File: src/rtl/lr35902_dbg_monitor_pkg.sv
`default_nettype none
// ============================================================================
// Module  : lr35902_dbg_monitor_pkg
// Brief   : Shared constants and types for the LR35902 debug snapshot monitor.
// Rev     : 1.0
// ============================================================================
package lr35902_dbg_monitor_pkg;

    localparam int BAUD_DIV_DEFAULT = 12;

    typedef enum logic [2:0] {
        ST_IDLE      = 3'd0,
        ST_START     = 3'd1,
        ST_DATA      = 3'd2,
        ST_STOP      = 3'd3,
        ST_WAIT_IDLE = 3'd4
    } rx_state_t;

    localparam int NUM_SLOTS = 12;

    localparam logic [3:0] SLOT_STATUS = 4'd0;
    localparam logic [3:0] SLOT_F      = 4'd1;
    localparam logic [3:0] SLOT_PROBE0 = 4'd2;
    localparam logic [3:0] SLOT_PROBE1 = 4'd3;
    localparam logic [3:0] SLOT_PC0    = 4'd4;
    localparam logic [3:0] SLOT_PC1    = 4'd5;
    localparam logic [3:0] SLOT_PC2    = 4'd6;
    localparam logic [3:0] SLOT_PC3    = 4'd7;
    localparam logic [3:0] SLOT_SP0    = 4'd8;
    localparam logic [3:0] SLOT_SP1    = 4'd9;
    localparam logic [3:0] SLOT_SP2    = 4'd10;
    localparam logic [3:0] SLOT_SP3    = 4'd11;

    localparam logic [NUM_SLOTS-1:0] MASK_FULL = {NUM_SLOTS{1'b1}};

endpackage
`default_nettype wire

File: src/rtl/lr35902_dbg_monitor_if.sv
`default_nettype none
// ============================================================================
// Module  : lr35902_dbg_monitor_if
// Brief   : Serial input, error clear and snapshot outputs of the debug monitor.
// Rev     : 1.0
// ============================================================================
interface lr35902_dbg_monitor_if;
    logic        rx;
    logic        clr_err;
    logic [7:0]  byte_out;
    logic        byte_valid;
    logic [3:0]  status;
    logic [3:0]  f;
    logic [7:0]  probe;
    logic [15:0] pc;
    logic [15:0] sp;
    logic        snap_valid;
    logic        seq_err;
    logic        frame_err;

    modport master (
        output rx, clr_err,
        input  byte_out, byte_valid, status, f, probe, pc, sp,
        input  snap_valid, seq_err, frame_err
    );

    modport slave (
        input  rx, clr_err,
        output byte_out, byte_valid, status, f, probe, pc, sp,
        output snap_valid, seq_err, frame_err
    );
endinterface
`default_nettype wire

File: src/rtl/lr35902_dbg_uart_rxbyte.sv
`default_nettype none
// ============================================================================
// Module  : lr35902_dbg_uart_rxbyte
// Brief   : 8N1 deserializer with input synchronizer and framing-error pulse.
// Rev     : 1.0
// ============================================================================
module lr35902_dbg_uart_rxbyte
    import lr35902_dbg_monitor_pkg::*;
#(
    parameter int BAUD_DIV = BAUD_DIV_DEFAULT
) (
    input  wire logic       clk,
    input  wire logic       rst,
    input  wire logic       i_rx,
    output logic      [7:0] o_byte,
    output logic            o_byte_valid,
    output logic            o_frame_err
);
    localparam int SUB_W = $clog2(BAUD_DIV);
    localparam logic [SUB_W-1:0] SUB_HALF = SUB_W'(BAUD_DIV / 2 - 1);
    localparam logic [SUB_W-1:0] SUB_LAST = SUB_W'(BAUD_DIV - 1);

    logic             r_meta, r_sync;
    rx_state_t        r_state, w_state_nxt;
    logic [SUB_W-1:0] r_sub, w_sub_nxt;
    logic [2:0]       r_bit, w_bit_nxt;
    logic [7:0]       r_shift, w_shift_nxt;
    logic [7:0]       r_byte, w_byte_nxt;
    logic             r_valid, w_valid_nxt;
    logic             r_ferr, w_ferr_nxt;
    logic             w_rx;

    assign w_rx = r_sync;

    always_ff @(posedge clk) begin
        if (rst) begin
            r_meta  <= 1'b1;
            r_sync  <= 1'b1;
            r_state <= ST_IDLE;
            r_sub   <= '0;
            r_bit   <= '0;
            r_shift <= '0;
            r_byte  <= '0;
            r_valid <= 1'b0;
            r_ferr  <= 1'b0;
        end else begin
            r_meta  <= i_rx;
            r_sync  <= r_meta;
            r_state <= w_state_nxt;
            r_sub   <= w_sub_nxt;
            r_bit   <= w_bit_nxt;
            r_shift <= w_shift_nxt;
            r_byte  <= w_byte_nxt;
            r_valid <= w_valid_nxt;
            r_ferr  <= w_ferr_nxt;
        end
    end

    // Start bit is re-checked at mid-bit so short glitches fall back to idle.
    always_comb begin
        w_state_nxt = r_state;
        w_sub_nxt   = r_sub + 1'b1;
        w_bit_nxt   = r_bit;
        w_shift_nxt = r_shift;
        w_byte_nxt  = r_byte;
        w_valid_nxt = 1'b0;
        w_ferr_nxt  = 1'b0;
        case (r_state)
            ST_IDLE: begin
                w_sub_nxt = '0;
                if (!w_rx) w_state_nxt = ST_START;
            end
            ST_START: begin
                if (r_sub == SUB_HALF) begin
                    w_sub_nxt   = '0;
                    w_bit_nxt   = '0;
                    w_state_nxt = w_rx ? ST_IDLE : ST_DATA;
                end
            end
            ST_DATA: begin
                if (r_sub == SUB_LAST) begin
                    w_sub_nxt   = '0;
                    w_shift_nxt = {w_rx, r_shift[7:1]};
                    w_bit_nxt   = r_bit + 1'b1;
                    if (r_bit == 3'd7) w_state_nxt = ST_STOP;
                end
            end
            ST_STOP: begin
                if (r_sub == SUB_LAST) begin
                    w_sub_nxt = '0;
                    if (w_rx) begin
                        w_valid_nxt = 1'b1;
                        w_byte_nxt  = r_shift;
                        w_state_nxt = ST_IDLE;
                    end else begin
                        w_ferr_nxt  = 1'b1;
                        w_state_nxt = ST_WAIT_IDLE;
                    end
                end
            end
            ST_WAIT_IDLE: begin
                w_sub_nxt = '0;
                if (w_rx) w_state_nxt = ST_IDLE;
            end
            default: begin
                w_sub_nxt   = '0;
                w_state_nxt = ST_IDLE;
            end
        endcase
    end

    assign o_byte       = r_byte;
    assign o_byte_valid = r_valid;
    assign o_frame_err  = r_ferr;

endmodule
`default_nettype wire

File: src/rtl/lr35902_dbg_monitor.sv
`default_nettype none
// ============================================================================
// Module  : lr35902_dbg_monitor
// Brief   : Decodes indexed nibble bytes into shadow slots and commits snapshots.
// Rev     : 1.0
// ============================================================================
module lr35902_dbg_monitor
    import lr35902_dbg_monitor_pkg::*;
#(
    parameter int BAUD_DIV = BAUD_DIV_DEFAULT
) (
    input  wire logic              uart_clk,
    input  wire logic              reset,
    lr35902_dbg_monitor_if.slave   dbg
);
    logic [7:0]                 w_byte;
    logic                       w_byte_valid;
    logic                       w_ferr_evt;
    logic [3:0]                 w_idx, w_nib;
    logic                       w_in_slot, w_seq_hit, w_seq_evt, w_commit;
    logic [NUM_SLOTS-1:0]       w_mask_wr, w_mask_nxt;

    logic [3:0]                 r_exp;
    logic [NUM_SLOTS-1:0]       r_mask;
    logic [NUM_SLOTS-1:0][3:0]  r_shadow;
    logic [3:0]                 r_status, r_f;
    logic [7:0]                 r_probe;
    logic [15:0]                r_pc, r_sp;
    logic                       r_snap_valid, r_seq_err, r_frame_err;

    lr35902_dbg_uart_rxbyte #(
        .BAUD_DIV (BAUD_DIV)
    ) u_rxbyte (
        .clk          (uart_clk),
        .rst          (reset),
        .i_rx         (dbg.rx),
        .o_byte       (w_byte),
        .o_byte_valid (w_byte_valid),
        .o_frame_err  (w_ferr_evt)
    );

    assign w_idx     = w_byte[7:4];
    assign w_nib     = w_byte[3:0];
    assign w_in_slot = (w_idx <= SLOT_SP3);
    assign w_seq_hit = (w_idx == r_exp);
    assign w_seq_evt = w_byte_valid & ~w_seq_hit;
    assign w_mask_wr = w_in_slot ? (NUM_SLOTS'(1) << w_idx) : '0;
    // A resync discards the old mask; the resyncing nibble itself still counts.
    assign w_mask_nxt = (w_seq_hit ? r_mask : '0) | w_mask_wr;
    assign w_commit   = w_byte_valid && (w_idx == SLOT_SP3) && (w_mask_nxt == MASK_FULL);

    always_ff @(posedge uart_clk) begin
        if (reset) begin
            r_exp        <= '0;
            r_mask       <= '0;
            r_shadow     <= '0;
            r_status     <= '0;
            r_f          <= '0;
            r_probe      <= '0;
            r_pc         <= '0;
            r_sp         <= '0;
            r_snap_valid <= 1'b0;
            r_seq_err    <= 1'b0;
            r_frame_err  <= 1'b0;
        end else begin
            r_snap_valid <= w_commit;
            r_seq_err    <= w_seq_evt  | (r_seq_err   & ~dbg.clr_err);
            r_frame_err  <= w_ferr_evt | (r_frame_err & ~dbg.clr_err);
            if (w_byte_valid) begin
                r_exp  <= w_seq_hit ? r_exp + 4'd1 : w_idx + 4'd1;
                r_mask <= (w_idx == SLOT_SP3) ? '0 : w_mask_nxt;
                if (w_in_slot) r_shadow[w_idx] <= w_nib;
                // The SP3 nibble arrives with the commit, so take it from the byte.
                if (w_commit) begin
                    r_status <= r_shadow[SLOT_STATUS];
                    r_f      <= r_shadow[SLOT_F];
                    r_probe  <= {r_shadow[SLOT_PROBE1], r_shadow[SLOT_PROBE0]};
                    r_pc     <= {r_shadow[SLOT_PC3], r_shadow[SLOT_PC2],
                                 r_shadow[SLOT_PC1], r_shadow[SLOT_PC0]};
                    r_sp     <= {w_nib, r_shadow[SLOT_SP2],
                                 r_shadow[SLOT_SP1], r_shadow[SLOT_SP0]};
                end
            end
        end
    end

    assign dbg.byte_out   = w_byte;
    assign dbg.byte_valid = w_byte_valid;
    assign dbg.status     = r_status;
    assign dbg.f          = r_f;
    assign dbg.probe      = r_probe;
    assign dbg.pc         = r_pc;
    assign dbg.sp         = r_sp;
    assign dbg.snap_valid = r_snap_valid;
    assign dbg.seq_err    = r_seq_err;
    assign dbg.frame_err  = r_frame_err;

endmodule
`default_nettype wire

File: src/flat_wrapper.sv
// flat-port wrapper written by rule: the top's interface ports become plain ports
module lr35902_dbg_monitor_flat import lr35902_dbg_monitor_pkg::*;
#(
    parameter int BAUD_DIV = BAUD_DIV_DEFAULT
)
  (uart_clk, reset, dbg_rx, dbg_clr_err, dbg_byte_out, dbg_byte_valid, dbg_status, dbg_f, dbg_probe, dbg_pc, dbg_sp, dbg_snap_valid, dbg_seq_err, dbg_frame_err);
  lr35902_dbg_monitor_if dbg_i ();
  input  wire logic uart_clk;
  input  wire logic reset;
  input wire logic [$bits(dbg_i.rx)-1:0] dbg_rx;
  input wire logic [$bits(dbg_i.clr_err)-1:0] dbg_clr_err;
  output wire logic [$bits(dbg_i.byte_out)-1:0] dbg_byte_out;
  output wire logic [$bits(dbg_i.byte_valid)-1:0] dbg_byte_valid;
  output wire logic [$bits(dbg_i.status)-1:0] dbg_status;
  output wire logic [$bits(dbg_i.f)-1:0] dbg_f;
  output wire logic [$bits(dbg_i.probe)-1:0] dbg_probe;
  output wire logic [$bits(dbg_i.pc)-1:0] dbg_pc;
  output wire logic [$bits(dbg_i.sp)-1:0] dbg_sp;
  output wire logic [$bits(dbg_i.snap_valid)-1:0] dbg_snap_valid;
  output wire logic [$bits(dbg_i.seq_err)-1:0] dbg_seq_err;
  output wire logic [$bits(dbg_i.frame_err)-1:0] dbg_frame_err;
  assign dbg_i.rx = dbg_rx;
  assign dbg_i.clr_err = dbg_clr_err;
  assign dbg_byte_out = dbg_i.byte_out;
  assign dbg_byte_valid = dbg_i.byte_valid;
  assign dbg_status = dbg_i.status;
  assign dbg_f = dbg_i.f;
  assign dbg_probe = dbg_i.probe;
  assign dbg_pc = dbg_i.pc;
  assign dbg_sp = dbg_i.sp;
  assign dbg_snap_valid = dbg_i.snap_valid;
  assign dbg_seq_err = dbg_i.seq_err;
  assign dbg_frame_err = dbg_i.frame_err;
  lr35902_dbg_monitor #(.BAUD_DIV(BAUD_DIV)) u_core (.uart_clk(uart_clk), .reset(reset), .dbg(dbg_i));
endmodule
File: config.mk
export PLATFORM = sky130hd
export DESIGN_NAME = lr35902_dbg_monitor_flat
export DESIGN_NICKNAME = d
export VERILOG_FILES = /design/src/rtl/lr35902_dbg_monitor_pkg.sv /design/src/rtl/lr35902_dbg_monitor_if.sv /design/src/rtl/lr35902_dbg_uart_rxbyte.sv /design/src/rtl/lr35902_dbg_monitor.sv /design/src/flat_wrapper.sv
export SDC_FILE = /design/constraint.sdc
export NUM_CORES = 1
export LEC_CHECK = 0
export CORE_MARGIN = 2
export CORE_UTILIZATION = 56
export CTS_CLUSTER_DIAMETER = 120
export DETAILED_ROUTE_END_ITERATION = 8
export PLACE_DENSITY = 0.79
export SLEW_MARGIN = 15
export SYNTH_ARGS = -nofsm -noshare
export SYNTH_HDL_FRONTEND = slang
export SYNTH_SLANG_ARGS = --single-unit
File: constraint.sdc
create_clock -name uart_clk -period 2.75 [get_ports uart_clk]
set_clock_uncertainty 0.2 [all_clocks]
set_input_delay 0.825 -clock uart_clk [delete_from_list [all_inputs] [get_ports uart_clk]]
set_output_delay 0.825 -clock uart_clk [all_outputs]
set_load 0.02 [all_outputs]
; Yosys cells after proc, flatten, opt, wreduce, memory -nomap -nowiden
; Index checks and enable logic that the tools add are counted.
[totals]
wordCells = 102
regBits = 145
out_inout_bits = 60
[op_classes]
n_bitwise = 10
shifts = 1
n_reduce_logical = 13
mux = 24
eq_ne = 16
order_cmp = 3
add_sub_neg = 4
[op_table]
columns = operator, count
row1 = 48-bit bitwise mux, 1
row2 = 12-bit 2-to-1 mux, 3
row3 = 3-bit 2-to-1 mux, 9
row4 = 4-bit demux with 4-bit select, 1
row5 = 4-bit 2-to-1 mux, 4
row6 = 3-bit case mux with 5 select lines, 1
row7 = "4-bit by 1-bit adder with 4-bit output, second input constant", 3
row8 = "12-bit equality test, second input constant", 1
row9 = "2-bit inequality test, second input constant", 6
row10 = 12-bit bitwise OR, 1
row11 = "1-bit by 4-bit << shifter with 12-bit output, first input constant", 1
row12 = "4-bit equality test, second input constant", 2
row13 = 4-bit case mux with 2 select lines, 1
row14 = "3-bit by 2-bit equality test with 1-bit output, second input constant", 2
row15 = "3-bit equality test, second input constant", 2
row16 = 3-bit case mux with 2 select lines, 1
row17 = 2-bit AND reduction, 3
row18 = 3-bit AND reduction, 2
row19 = 6-bit AND reduction, 1
row20 = "4-bit by 5-bit less-than comparator with 1-bit output, second input constant", 1
row21 = "4-bit by 3-bit equality test with 1-bit output, second input constant", 1
row22 = 4-bit equality test, 1
row23 = "4-bit by 1-bit greater-or-equal comparator with 1-bit output, second input constant", 1
row24 = "4-bit <= comparator, second input constant", 1
row25 = 12 further kinds, 21

; Logic depth before layout (Yosys ltp)
; Gate-level depths: netlist of run 1.
[depth]
ltp_word = 6
ltp_mapped = 10
mapped_depth_nobuf = 7

; By module
; From an unflattened synthesis of run 1, not the netlist that was laid out.
[hier_totals]
hier_cells = 599
area_unflattened_um2 = 6179.7
[modules_own_cells]
columns = module, cells_per_inst, area_each_um2, instances
row1 = lr35902_dbg_monitor, 482, 4971.0, 1
row2 = lr35902_dbg_uart_rxbyte, 117, 1208.7, 1

; Worst setup path before layout of run 1
; No wires, ideal clock.
[synth_path]
path_type = reg2reg
from = register u_core.u_rxbyte.r_byte[4], in the netlist u_core.u_rxbyte.o_byte[4]
to = register u_core.r_f[0], in the netlist u_core.dbg.f[0]
n_path_buf = 4
slack_ns = 0.544
t_arrival_ns = 1.935
period_less_slack_ns = 2.206
stages_incl_launch_ff = 10
required_time_ns = 2.478
setup_time_ns = 0.072
path_cell_list = dfxtp_1 -> buf_4 -> nor3b_2 -> nand3b_1 -> a22oi_1 -> and3_1 -> buf_4 -> buf_8 -> buf_12 -> mux2i_1
[synth_via]
elab_chain_cells = 6
[synth_lines]
columns = element, line_no
row1 = start: declaration, lr35902_dbg_uart_rxbyte.sv:28  ; logic [7:0] r_byte, w_byte_nxt;
row2 = start signal: assignment, lr35902_dbg_uart_rxbyte.sv:53  ; r_byte <= w_byte_nxt;
row3 = "4-bit <= comparator, or another cell as far along", lr35902_dbg_monitor.sv:44  ; assign w_in_slot = (w_idx <= SLOT_SP3);
row4 = 12-bit 2-to-1 mux (on tied branches), "lr35902_dbg_monitor.sv:47, lr35902_dbg_monitor.sv:49"
row5 = 12-bit bitwise OR, lr35902_dbg_monitor.sv:49  ; assign w_mask_nxt = (w_seq_hit ? r_mask : '0) | w_mask_wr;
row6 = 12-bit equality test, lr35902_dbg_monitor.sv:50  ; assign w_commit = w_byte_valid && (w_idx == SLOT_SP3) && (w_mask_nxt == MASK_FULL);
row7 = 1-bit logical AND (*), lr35902_dbg_monitor.sv:50
row8 = 2-bit AND reduction (no line) (*), -
row9 = end signal: assignment, lr35902_dbg_monitor.sv:76  ; r_f <= r_shadow[SLOT_F];
row10 = end: declaration, lr35902_dbg_monitor.sv:26  ; logic [3:0] r_status, r_f;
; Every way passes the cells marked *; elsewhere a longest branch is shown, timed or not.
; A chain may end at the register's enable or synchronous reset.

; Worst setup path in the final report of run 1
[layout_path]
from = register u_core.u_rxbyte.r_byte[4], in the netlist u_core.u_rxbyte.o_byte[4]
to = output port dbg_byte_out[4]
[layout_lines]
columns = element, line_no
row1 = end: declaration, flat_wrapper.sv:12  ; output wire logic [$bits(dbg_i.byte_out)-1:0] dbg_byte_out;
; No word-level cell between the ends.

==> results of run 1 <==
## final timing paths
path,startpoint,endpoint,slack (ns)
worst max-delay path,u_core.u_rxbyte.o_byte[4],dbg_byte_out[4],0.14
worst max register to register,u_core.u_rxbyte.o_byte[5],u_core.dbg.pc[5],0.35
worst min register to register,u_core.u_rxbyte.r_meta,u_core.u_rxbyte.r_sync,0.21
worst min-delay path,u_core.u_rxbyte.r_meta,u_core.u_rxbyte.r_sync,0.21
## repair_timing
action                                 CTS  global route
endpoints found under the hold margin    0             0
pin swaps                                0             0
gates resized for setup                  3             1
setup endpoints to repair                3             1
## cell families (layout without fill, tap and decap cells)
group                    count (synthesis)  after routing  synth area share
XOR/XNOR                                 8              8           0.01191
flip-flops                             140            140            0.4763
AND/OR/NAND/NOR                        265            265            0.2490
adder cells (fa/ha/maj)                  5              5           0.01063
multiplexers                            90             90            0.1533
AO/OA/AOI/OAI                           58             58           0.05337
buffers and inverters                   52            115           0.04550
## routing by layer
layer / share of wire / routed length [um]
met1: 0.46 / 5435
met2: 0.49 / 5813
met3: 0.044 / 524
met4: 0.012 / 149
met5: 0 / 0
## state kept, by name, summed over array words and instances, names as in the netlist
name	cells
u_core.r_mask	11
u_core.r_shadow	44
u_core.dbg.frame_err	1
u_core.r_exp	4
u_core.dbg.probe	8
u_core.u_rxbyte.o_byte	8
u_core.u_rxbyte.r_shift	8
u_core.dbg.sp	16
u_core.u_rxbyte.r_sync	1
u_core.u_rxbyte.o_byte_valid	1
u_core.u_rxbyte.r_state	3
u_core.u_rxbyte.r_bit	3
u_core.dbg.f	4
u_core.dbg.status	4
u_core.u_rxbyte.r_meta	1
u_core.dbg.snap_valid	1
u_core.u_rxbyte.o_frame_err	1
u_core.u_rxbyte.r_sub	4
u_core.dbg.pc	16
u_core.dbg.seq_err	1
## power by group through the flow
stage | Sequential [mW] | Clock (mW) | Combinational [mW]
6_report | 2.04 | 2.69 | 0.0744
5_1_grt | 2.04 | 2.81 | 0.0811
4_1_cts | 2.04 | 2.73 | 0.0749
3_5_place_dp | 2.08 | 0 | 0.0747
3_3_place_gp | 2.08 | 0 | 0.0728
2_1_floorplan | 2.08 | 0 | 0.0600
## cell type report
cell class	instances	area, um^2	area share
tap	136	170.2	0.02329
clock inverter	11	264.0	0.03613
sequential	140	2805	0.3839
multi-input combinational	426	2815	0.3853
inverter	2	7.507	0.001027
timing repair buffer	82	809.5	0.1108
clock buffer	20	435.4	0.05959
## placed cells by master (no fill, tap or decap), types with 3 or more instances in the layout
cell	n
ha_1	5
nand3b_1	6
bufinv_16	8
clkbuf_16	16
dfxtp_1	138
nor3_1	5
nand2b_1	102
nor3b_2	4
mux2i_1	89
a21oi_1	41
a211oi_1	3
nand2_1	35
a22oi_1	3
o21ai_0	8
nor2b_1	3
nand3_1	23
xnor2_1	6
nor2_1	63
and3_1	3
buf_4	17
buf_12	3
clkdlybuf4s50_1	60
## metrics by stage
stage	cell area (um^2)	cells	hold slack [ns]
floorplan	5884	618	0.1895
global placement	6604	786	0.1941
detailed placement	6604	786	0.1929
CTS	7305	817	0.2077
global route	7307	817	0.2213
finish	7307	817	0.2076
==> impl_metrics.tcl, run 1 <==
set metrics [dict create \
    hp-class "reg2reg" \
    cpLargestDelayFamily "buffers and inverters" \
    intPower_mw 3.927 \
    use_met3 0.06131 \
    cp_slowest_cell "clkdlybuf4s50_1" \
    drt_pass1_iterations 5 \
    finalWorstSetupSlack_ns 0.1407 \
    hold_buffers 0 \
    worstHoldPathCells 1 \
    cts_max_path_buffers 2 \
    critPathBufInv 1 \
    power_mw 4.799 \
    grtUsageTotal 0.2246 \
    worstRegToRegCells 7 \
    viasPerCell 5.330 \
    critPathKind "reg2out" \
    slew_headroom 0.6467 \
    synth.top_cells.by_count "dfxtp_1, nand2b_1, mux2i_1, nor2_1, a21oi_1" \
    yosysTopAreaCell "dfxtp_1" \
    drt-total-wl_um 11920 \
    grt-ovfl-total 0 \
    grtUsageMet2 0.3759 \
    finalSetupTns_ns 0 \
    clock_latency_ns 0.52 \
    rsz0062_at_grt "no" \
    rows 37 \
    grt_antenna_before_repair 0 \
    synth_area_per_cell_um2 9.522 \
    tritoncts "yes" \
    place_ws_ns 0.3842 \
    setup_viol 0 \
    vias 4355 \
    cp.arrival_ns 1.58 \
    max_stage_delay_ns 0.64 \
    synth_area_mm2 0.005884 \
    netlist_top_cells_area "dfxtp_1, mux2i_1, nand2b_1, nor2_1, a21oi_1" \
    period_share 0.9488 \
    synth.top_cell.area_share 0.4763 \
    postLayoutCoreUtil 0.7110 \
    setup.worst_path.start_class "register" \
    use_met1 0.2778 \
    clk_pin_slew_ns 0.06 \
    end_kind "output pin" \
    combinationalPowerShare 0.016 \
    yosysMostFrequentCell "dfxtp_1" \
    irDropWorstVdd_uv 545.0 \
    crit_cells 1 \
    clock_sinks 140 \
    post_cts_buffers 0 \
    ys_seq_area_frac 0.4763 \
    drt_iter0_drc 268 \
    diodes 0 \
    gp_congestion 0.8465 \
    critical_path_required_ns 1.73 \
    drv_cap 0 \
    p_leak_nw 2.450 \
    area_growth_pct 24.18 \
    drcViolationCount 0 \
    synth_edf_count 0 \
    initial_core_util 0.5726 \
    grt_pass1_vias 4317 \
    hold_viol 0 \
    synth-main-ff-cell "dfxtp_1" \
    die_h_um 106.5 \
    dieArea_mm2 0.01134 \
    synth_async_sr_flop_share 0 \
    drive_above_1_share 0.09251 \
    ys_seq_elements 140 \
    cts-buffers-inserted 17 \
    ys_warn_count 0 \
    cp_cell_sequence "clkdlybuf4s50_1" \
    netlist-cell-type-count 44 \
    outcome "finished clean" \
    period_needed_ns 2.609 \
    critPathMaxFanout 9 \
    num-fill-cells 760 \
    seq_power_share 0.424 \
    tightest_slew_ns 0.5276 \
    netSwitchingFraction 0.1817 \
    p_switching_uw 871.8 \
    place.port_buffers 63 \
    grt_max_degree 71 \
    fp.coreArea_mm2 0.01028 \
    syn_nets 627 \
    place_hpwl_um 7584 \
    grt_pass1_wl_um 20260 \
    ios 64 \
    antenna_left 0 \
    post_drt_wl_per_cell_um 14.59 \
    p_per_area_mw_per_mm2 656.7 \
    fp.dieW_um 106.5 \
    htreeDepth 4 \
    finalMaxSlewViolations 0 \
    cts-root-buf "clkbuf_8" \
    p_clk_frac 0.560 \
    fin_nets 678 \
    netlist_instances 618 \
    max_freq_mhz 383.2 \
    top_usage_layer "met2" \
]
No activity file was read; power rests on OpenSTA's default activity.
==> inputs of run 2 (changes only) <==
GPL_ROUTABILITY_DRIVEN = 0   (was default)
==> results of run 2 <==
No change in the layout: final DEF, timing and power equal those of run 1.
==> inputs of run 3 (changes only) <==
ABC_AREA = 1   (was default)
PLACE_DENSITY = 0.8   (was 0.79)
==> run 3 against run 2 <==
Global-route usage grew 1.1 points. Non-clock buffer count down 5. Sequential cell count stayed put. First-iteration DRC count grew 2.2%. Final cell count is 23% higher. Final area is 5.2% lower. Count of clock-buffer cells in the layout is 3 higher. Synthesized area is 4.1% lower. Total power is 11% lower. Largest cell class is now sequential cells.
==> impl_metrics.tcl, run 3 <==
set metrics [dict create \
    max_stage_delay_ns 0.65 \
    netlist_instances 802 \
    place_hpwl_um 8101 \
    irDropWorstVdd_uv 491.8 \
    initial_core_util 0.5771 \
    ios 64 \
    syn_nets 811 \
    critPathBufInv 1 \
    netlist_top_cells_area "dfxtp_1, nand2_1, nor2_1, inv_1, a21oi_1" \
    clock_latency_ns 0.52 \
    worstHoldPathCells 1 \
    grtUsageTotal 0.2353 \
    synthSimpleGateAreaFrac 0.2549 \
    area_growth_pct 22.78 \
    synth-main-ff-cell "dfxtp_1" \
    fp.coreArea_mm2 0.009774 \
    period_share 0.9684 \
    min-delay-start "u_core.u_rxbyte.r_meta" \
    critPathMaxFanout 11 \
    power_mw 4.266 \
    grt_pass1_vias 4774 \
    end_kind "output pin" \
    synth_edf_count 0 \
    yosysMostFrequentCell "nand2_1" \
    clk_pin_slew_ns 0.06 \
    holdWs_ns 0.2075 \
    r2r-end "u_core.dbg.pc[15]" \
    viasPerCell 4.994 \
    netlist-cell-type-count 25 \
    tritoncts "yes" \
    grt_pass1_wl_um 20980 \
    hold_end "u_core.u_rxbyte.r_sync" \
    largest_reg_flops 44 \
    fin_nets 869 \
    synth.top_cells.by_count "nand2_1, nor2_1, dfxtp_1, inv_1, a21oi_1" \
    clock_sinks 140 \
    outcome "finished clean" \
    ys_seq_area_frac 0.4969 \
    synthXorXnorAreaFrac 0.004658 \
    synth_top_family_by_area "simple AND/OR/NAND/NOR gates" \
    rows 36 \
    final_cell_mix "nand2_1, nor2_1, dfxtp_1" \
    cpLargestDelayFamily "buffers and inverters" \
    htreeDepth 4 \
    grt_max_degree 98 \
    hp-class "reg2reg" \
    vias 5019 \
    postLayoutCoreUtil 0.7085 \
    cp_cell_sequence "clkdlybuf4s50_1" \
    drv_cap 0 \
    final_common_cell "nand2_1" \
    drt_iter0_drc 274 \
    hold_buffers 0 \
    grt-ovfl-total 0 \
    reg2reg_slack_ns 0.43 \
    regMostFlops "u_core.r_shadow" \
    dieArea_mm2 0.01089 \
    worstRegToRegCells 13 \
    finalSetupTns_ns 0 \
    drt-total-wl_um 12250 \
    ys_warn_count 0 \
    post_drt_wl_per_cell_um 12.19 \
    synth.top_cell.area_share 0.4969 \
    drive_above_1_share 0.06078 \
    num-fill-cells 799 \
    die_h_um 104.4 \
    p_leak_nw 3.197 \
    cp.arrival_ns 1.64 \
    synth_area_mm2 0.005640 \
    period_needed_ns 2.663 \
    fin_area_mm2 0.006925 \
    cts-buffers-inserted 17 \
    setup.worst_path.start "u_core.u_rxbyte.o_byte_valid" \
    ys_seq_elements 140 \
    r2r_start "u_core.u_rxbyte.o_byte[6]" \
    yosysTopAreaCell "dfxtp_1" \
    drcViolationCount 0 \
    slew_headroom 0.4304 \
    drt_pass1_iterations 5 \
    tightest_slew_ns 0.8544 \
    grt_antenna_before_repair 0 \
    post_cts_buffers 0 \
    synth_async_sr_flop_share 0 \
    rsz0062_at_grt "no" \
    setup_viol 0 \
    cp_slowest_cell "clkdlybuf4s50_1" \
    cts_max_path_buffers 2 \
    critPathKind "reg2out" \
    hold_viol 0 \
    cts-root-buf "clkbuf_8" \
    diodes 0 \
    muxShareOfSynthArea 0 \
    synth_area_per_cell_um2 7.033 \
    fp.dieW_um 104.4 \
    synth_compound_area_frac 0.1242 \
    critical_path_required_ns 1.73 \
    antenna_left 0 \
    finalMaxSlewViolations 0 \
    place.port_buffers 63 \
    dpl_cell_area_mm2 0.006397 \
    synthAdderAreaFrac 0.01109 \
    max_freq_mhz 375.5 \
    setup.worst_path.start_class "register" \
    p_per_area_mw_per_mm2 615.9 \
]
[run 3: changes by cell type in the layout (fill, tap and decap cells not counted), moves of 7 or more]
cell / before / now
mux2i_1: 89 / 0
nor2_1: 63 / 142
o21ai_0: 8 / 61
inv_1: 2 / 109
clkinv_2: 0 / 7
nand2_1: 35 / 177
nand2b_1: 102 / 0
nand3_1: 23 / 35
a21oi_1: 41 / 74
bufinv_16: 8 / 0
[run 3: final cells by class]
class / instances / area (um^2) / share of cell area
sequential: 140 / 2804 / 0.4049
multi-input combinational: 510 / 2227 / 0.3216
timing repair buffer: 77 / 780.7 / 0.1127
clock buffer: 23 / 476.7 / 0.06883
inverter: 114 / 427.9 / 0.06179
tap: 133 / 166.4 / 0.02403
clock inverter: 8 / 42.54 / 0.006143
[run 3: per-stage QoR]
stage,cells,setup slack (ns)
floorplan,802,0.5629
global placement,974,0.4674
detailed placement,974,0.4136
CTS,1005,0.02511
global route,1005,0.04180
finish,1005,0.08684
[run 3: worst max path at each step]
stage | end | slack [ns] | cells past startpoint
2_1_floorplan | u_core.dbg.sp[12] | 0.56 | 15
3_3_place_gp | u_core.r_shadow[34] | 0.47 | 5
3_5_place_dp | u_core.r_shadow[34] | 0.41 | 5
4_1_cts | dbg_byte_out[4] | 0.03 | 1
5_1_grt | dbg_byte_valid | 0.04 | 1
6_report | dbg_byte_valid | 0.09 | 1
[run 3: per-layer routing]
| metal | routed length [um] | track usage | share of wire | up-vias |
|---|---|---|---|---|
| met4 | 188 | 0.09266 | 0.015 | 0 |
| met5 | 0 | 0 | 0 | - |
| met1 | 5618 | 0.2883 | 0.46 | 2287 |
| li1 | - | - | - | 2585 |
| met3 | 634 | 0.06704 | 0.052 | 17 |
| met2 | 5811 | 0.3903 | 0.47 | 130 |
[run 3: kinds of logic (layout without fill, tap and decap cells)]
kind of cell | after synthesis | in the layout
xor+xnor | 3 | 3
simple gates | 364 | 364
flops | 140 | 140
compound gates | 138 | 138
buf+inv | 152 | 222
fa+ha+maj | 5 | 5
[run 3: power breakdown]
group | internal, mW | switching [mW]
clock network | 1.19 | 0.799
registers | 2.05 | 0.0210
logic | 0.0655 | 0.143
[run 3: timing repair]
item / in CTS / in global routing
gates resized for setup: 1 / 3
hold endpoints to repair: 0 / 0
endpoints found under the setup margin: 1 / 3
==> edit 1: new RTL, settings of run 3 <==
`r_byte` no longer has a reset.
--- a/src/rtl/lr35902_dbg_uart_rxbyte.sv
+++ b/src/rtl/lr35902_dbg_uart_rxbyte.sv
@@ -41,5 +41,4 @@
             r_bit   <= '0;
             r_shift <= '0;
-            r_byte  <= '0;
             r_valid <= 1'b0;
             r_ferr  <= 1'b0;
@@ -51,8 +50,11 @@
             r_bit   <= w_bit_nxt;
             r_shift <= w_shift_nxt;
-            r_byte  <= w_byte_nxt;
             r_valid <= w_valid_nxt;
             r_ferr  <= w_ferr_nxt;
         end
+    end
+
+    always_ff @(posedge clk) begin
+        r_byte <= w_byte_nxt;
     end
 
Function: no difference found for any inputs over 10 cycles, from zero or initial values and one cycle with reset high; that may be too few to reach the edited logic, so the function may still have changed.
==> edit 1 against run 3 <==
Worst setup slack better by 36 ps; power is 8.4% higher; synthesized area shrank 0.13%; maximum frequency is 1.4% higher; sequential cell count unchanged; cell area up 0.96%; wire length rose by 3.3%; synthesized cell count shrank 2.4%.
==> edit 1: results (changes against run 3) <==
Parameter                              Value

Critical path
  Max Fanout on Critical Path ... 5 (-6)
  Endpoint of the lowest-slack register-to-register path ... u_core.dbg.pc[2]
  Critical path endpoint ... dbg_byte_out[7]
  Register-to-Register Path Depth ... 10 (-3)
  Worst R2R Start ... u_core.u_rxbyte.o_byte[6]
  Worst R2R Setup Slack ... 240 ps (-190 ps)

Outcome
  Result of the run ... complete, no violations

Cells and area
  Fraction of final layout cells sized beyond drive strength 1 ... 0.0657 (+0.00487)
  Net count reported at finish ... 850 (-2.2%)
  Number of fill cells in the layout ... 792 (-0.88%)

Synth
  Proportion of synthesized chip area in sequential cells ... 0.512 (+0.0149)
  Post-Syn Nets ... 792 (-2.3%)
  Top cells by instance count after synthesis ... 182 x sky130_fd_sc_hd__nand2_1, 134 x sky130_fd_sc_hd__nor2_1, 132 x sky130_fd_sc_hd__dfxtp_1
  Cell variety after synth ... 27 (+8.0%)
  Count of flip-flops with a built-in enable after synthesis ... 8 (+8)

GRT
  Number of global-route vias before repair ... 4719 (-1.2%)
  First-pass GRT wire length ... 21.1 mm (+0.75%)
  Overall fraction of global-route tracks in use ... 0.238 (+0.00263)

Power and ir drop
  Peak supply drop ... 478 µV (-2.8%)
  Leakage power total ... 3.20 nW (about the same)

Placement
  Detailed-placement wirelength estimate ... 7.83 mm (-3.3%)
  Area after DPL ... 6380 µm² (-0.23%)

Detailed routing
  Average wire per cell in the routed design ... 12.8 µm (+5.3%)
  First-pass DRT Iterations ... 7 (+2)
  Vias per inst ... 5.07 (+1.6%)

Timing
  Worst hold slack ... 224 ps (+16.9 ps)
==> edit 1: changes by cell type in the layout (fill, tap and decap cells not counted), sizes merged, moves of 4 or more <==
cell | run 3 | this run
o21ai | 61 | 47
dfxtp | 140 | 132
edfxtp | 0 | 8
nor2 | 144 | 136
a21oi | 74 | 68
clkbuf | 23 | 17
nand2 | 177 | 182
bufinv | 0 | 4
nand3 | 36 | 40
==> edit 1: cells by family after synthesis <==
family                   after synthesis  synth area share
AND/OR/NAND/NOR                      366             0.258
buffers and inverters                150             0.107
flip-flops                           140             0.512
AO/OA/AOI/OAI                        119             0.108
adder cells (fa/ha/maj)                5            0.0111
XOR/XNOR                               3           0.00467
==> edit 1: layout make-up <==
| class | instances | area, µm² | share of cell area |
|---|---|---|---|
| Sequential cell | 140 | 2880 | 0.412 |
| Timing Repair Buffer | 78 | 772 | 0.110 |
| Multi-Input combinational cell | 493 | 2150 | 0.307 |
| Inverter | 111 | 417 | 0.0596 |
| Tap cell | 133 | 166 | 0.0238 |
| Clock inverter | 14 | 191 | 0.0274 |
| Clock buffer | 17 | 414 | 0.0592 |
==> edit 1: metrics by stage <==
step | instances | worst slack (ps)
floorplan | 783 | 519
global placement | 955 | 374
detailed placement | 955 | 371
CTS | 986 | 4.91
global route | 986 | 39.6
finish | 986 | 123
==> edit 1: worst min-delay path by stage <==
| stage | from | endpoint | cells after the start |
|---|---|---|---|
| after floorplan | u_core.u_rxbyte.r_meta | u_core.u_rxbyte.r_sync | 1 |
| after global placement | u_core.u_rxbyte.r_meta | u_core.u_rxbyte.r_sync | 1 |
| after detailed placement | u_core.u_rxbyte.r_meta | u_core.u_rxbyte.r_sync | 1 |
| after CTS | u_core.u_rxbyte.r_meta | u_core.u_rxbyte.r_sync | 1 |
| after global routing | u_core.u_rxbyte.r_meta | u_core.u_rxbyte.r_sync | 1 |
| final | u_core.u_rxbyte.r_meta | u_core.u_rxbyte.r_sync | 1 |
==> edit 1: routing by layer <==
layer  GRT usage  vias to the layer above  wire length [µm]
li1            -                     2527                 -
met1       0.274                     2265              5190
met2       0.411                      172              6310
met3      0.0627                       38               842
met4       0.112                        0               316
met5           0                        -                 0
==> edit 1: power groups by stage <==
| stage | clock network, mW | logic [mW] | registers [mW] |
|---|---|---|---|
| after floorplan | 0 | 0.155 | 2.12 |
| after global placement | 0 | 0.186 | 2.13 |
| after detailed placement | 0 | 0.199 | 2.13 |
| after CTS | 2.36 | 0.200 | 2.08 |
| after global routing | 2.45 | 0.225 | 2.09 |
| final | 2.34 | 0.202 | 2.08 |
==> edit 2: new RTL, flow settings as in run 3 <==
Without the edit above. `BAUD_DIV_DEFAULT`: 12 -> 14.
--- a/src/rtl/lr35902_dbg_monitor_pkg.sv
+++ b/src/rtl/lr35902_dbg_monitor_pkg.sv
@@ -7,5 +7,5 @@
 package lr35902_dbg_monitor_pkg;
 
-    localparam int BAUD_DIV_DEFAULT = 12;
+    localparam int BAUD_DIV_DEFAULT = 14;
 
     typedef enum logic [2:0] {
Check against the original RTL: no difference found for any inputs over 10 cycles, from zero or initial values and one cycle with reset high; that may be too few to reach the edited logic, so the function may still have changed.
==> edit 2 against run 3 <==
Synthesized area increased by 0.73%; sequential cell count unchanged; sequential share of layout area decreased by 0.58 points; wire length increased by 5.1%; cell count increased by 1.0%; hold slack improved by 7.3 ps; worst setup slack got worse by 70 ps; cell area increased by 1.4%; maximum frequency decreased by 2.6%; power increased by 6.9%.
==> edit 2: results (changes against run 3) <==
Parameter                              Value

Critical path
  Largest stage delay, worst path ... 670 ps (+20 ps)
  CP arrival ... 1710 ps (+70 ps)
  Max Fanout on Critical Path ... 7 (-4)
  CP Launch Point ... u_core.u_rxbyte.o_byte[5]
  Slowest stage cell on the critical path ... sky130_fd_sc_hd__clkdlybuf4s50_1
  Delay-heaviest family, CP ... buffers and inverters
  Worst R2R Start ... u_core.u_rxbyte.o_byte[5]

Synth
  Synth warnings ... 0 (unchanged)
  Area share of the largest cell type after synthesis ... 0.493 (-0.00361)
  Async set-or-reset flop fraction in the synthesized netlist ... 0 (unchanged)
  Top area cells in the synthesized netlist ... sky130_fd_sc_hd__dfxtp_1 49%, sky130_fd_sc_hd__nand2_1 12%, sky130_fd_sc_hd__nor2_1 8.7%, sky130_fd_sc_hd__inv_1 7.2%, sky130_fd_sc_hd__a21oi_1 6.5%
  Proportion of synthesized chip area in sequential cells ... 0.493 (-0.00361)
  Top cells by instance count after synthesis ... 189 x sky130_fd_sc_hd__nand2_1, 140 x sky130_fd_sc_hd__dfxtp_1, 132 x sky130_fd_sc_hd__nor2_1
  Post-Syn Nets ... 820 (+1.1%)
  Cell variety after synth ... 26 (+4.0%)

Clock network
  Depth of the CTS H-tree ... 4 (unchanged)
  Clock latency on the worst-skew pair ... just over 500 ps
  Clock Tree Root ... sky130_fd_sc_hd__clkbuf_8
  Buffer count from post-CTS setup fixing ... 0 (unchanged)
  Post-CTS clock slew at the launch and capture registers of the worst setup and hold paths ... 60 ps (about the same)
  Buffer levels on the longest clock path ... 2 (unchanged)
  Post_cts resized ... 1 (unchanged)
  Number of buffers added by the clock tree synthesis step ... 17 (unchanged)

Detailed routing
  Vias per inst ... 5.08 (+1.7%)
  Total wirelength of the detailed-routed design ... 12.9 mm (+5.1%)
  First-pass DRT Iterations ... 4 (-1)
  Starting DRC count in detailed routing ... 366 (+34%)

Power and ir drop
  Peak supply drop ... 500 µV (+1.6%)
  Leakage power total ... 3.15 nW (-1.6%)

Hold path
  Worst min-delay path category ... reg2reg
  Critical hold path startpoint ... u_core.u_rxbyte.r_meta

Cells and area
  Antenna Cells ... 0 (unchanged)
  Number of fill cells in the layout ... 798 (-0.13%)
  Number of flip-flops under the largest register name ... 44 (unchanged)
  Fraction of final layout cells sized beyond drive strength 1 ... 0.0658 (+0.00498)
  Top reg by flops ... u_core.r_shadow
  Net count reported at finish ... 876 (+0.81%)

GRT
  Number of global-route vias before repair ... 4715 (-1.2%)
  Largest net degree at the start of global routing ... 98 (unchanged)
  Overall fraction of global-route tracks in use ... 0.237 (+0.00214)
  First-pass GRT wire length ... 21.6 mm (+3.0%)
  Initial antenna violation count ... 0 (unchanged)

Placement
  Detailed-placement wirelength estimate ... 8.19 mm (+1.1%)
  Count of input and output buffers ... 63 (unchanged)

Outcome
  Result of the run ... complete, no violations

Timing
  Worst Tran Pin Value ... 839 ps (-15.8 ps)
-- edit 2: cell count changes after synthesis, sizes merged, moves of 2 or more --
cell	run 3	this run
nand2	177	189
clkinv	1	3
a211oi	0	7
ha	5	3
clkbuf	26	28
nand3	36	33
nor2	144	136
o21ai	61	56
nor3	2	12
-- edit 2: metal layers --
| metal | wire, µm | vias up | GRT usage | part of all wire |
|---|---|---|---|---|
| met1 | 5780 | 2337 | 0.310 | 0.45 |
| met5 | 0 | - | 0 | 0 |
| li1 | - | 2632 | - | - |
| met4 | 149 | 0 | 0.0781 | 0.012 |
| met2 | 6290 | 176 | 0.396 | 0.49 |
| met3 | 664 | 10 | 0.0455 | 0.052 |
-- edit 2: final timing paths --
kind                             to  slack, ps  cells past startpoint
min reg2reg  u_core.u_rxbyte.r_sync        210                      1
min          u_core.u_rxbyte.r_sync        210                      1
max reg2reg     u_core.dbg.probe[5]        310                     10
max                 dbg_byte_out[5]         20                      1
-- edit 2: logic make-up (layout without fill, tap and decap cells) --
family | after synthesis | in the layout | share of synthesized area
AO/OA/AOI/OAI | 140 | 140 | 0.128
buffers and inverters | 155 | 224 | 0.109
XOR/XNOR | 1 | 1 | 0.00154
adder cells (fa/ha/maj) | 3 | 3 | 0.00661
AND/OR/NAND/NOR | 374 | 374 | 0.262
flip-flops | 140 | 140 | 0.493
-- edit 2: layout make-up --
type                       instances  share of cell area
clock inverter                    14              0.0226
tap                              133              0.0237
timing repair buffer              77               0.110
sequential                       140               0.399
multi-input combinational        518               0.322
clock buffer                      18              0.0609
inverter                         115              0.0614
-- edit 2: through the flow --
step | std cells | area (µm²) | hold WS (ps) | worst slack, ps
2_1_floorplan | 813 | 5680 | 189 | 526
3_3_place_gp | 983 | 6430 | 202 | 522
3_5_place_dp | 983 | 6430 | 200 | 435
4_1_cts | 1015 | 7020 | 215 | 23.9
5_1_grt | 1015 | 7030 | 229 | -14.7
6_report | 1015 | 7030 | 215 | 16.9
-- edit 2: report_power, final --
| group | switching [mW] | internal (mW) |
|---|---|---|
| Combinational | 0.181 | 0.0761 |
| Clock | 0.899 | 1.33 |
| Sequential | 0.0217 | 2.05 |
| Total | 1.10 | 3.46 |
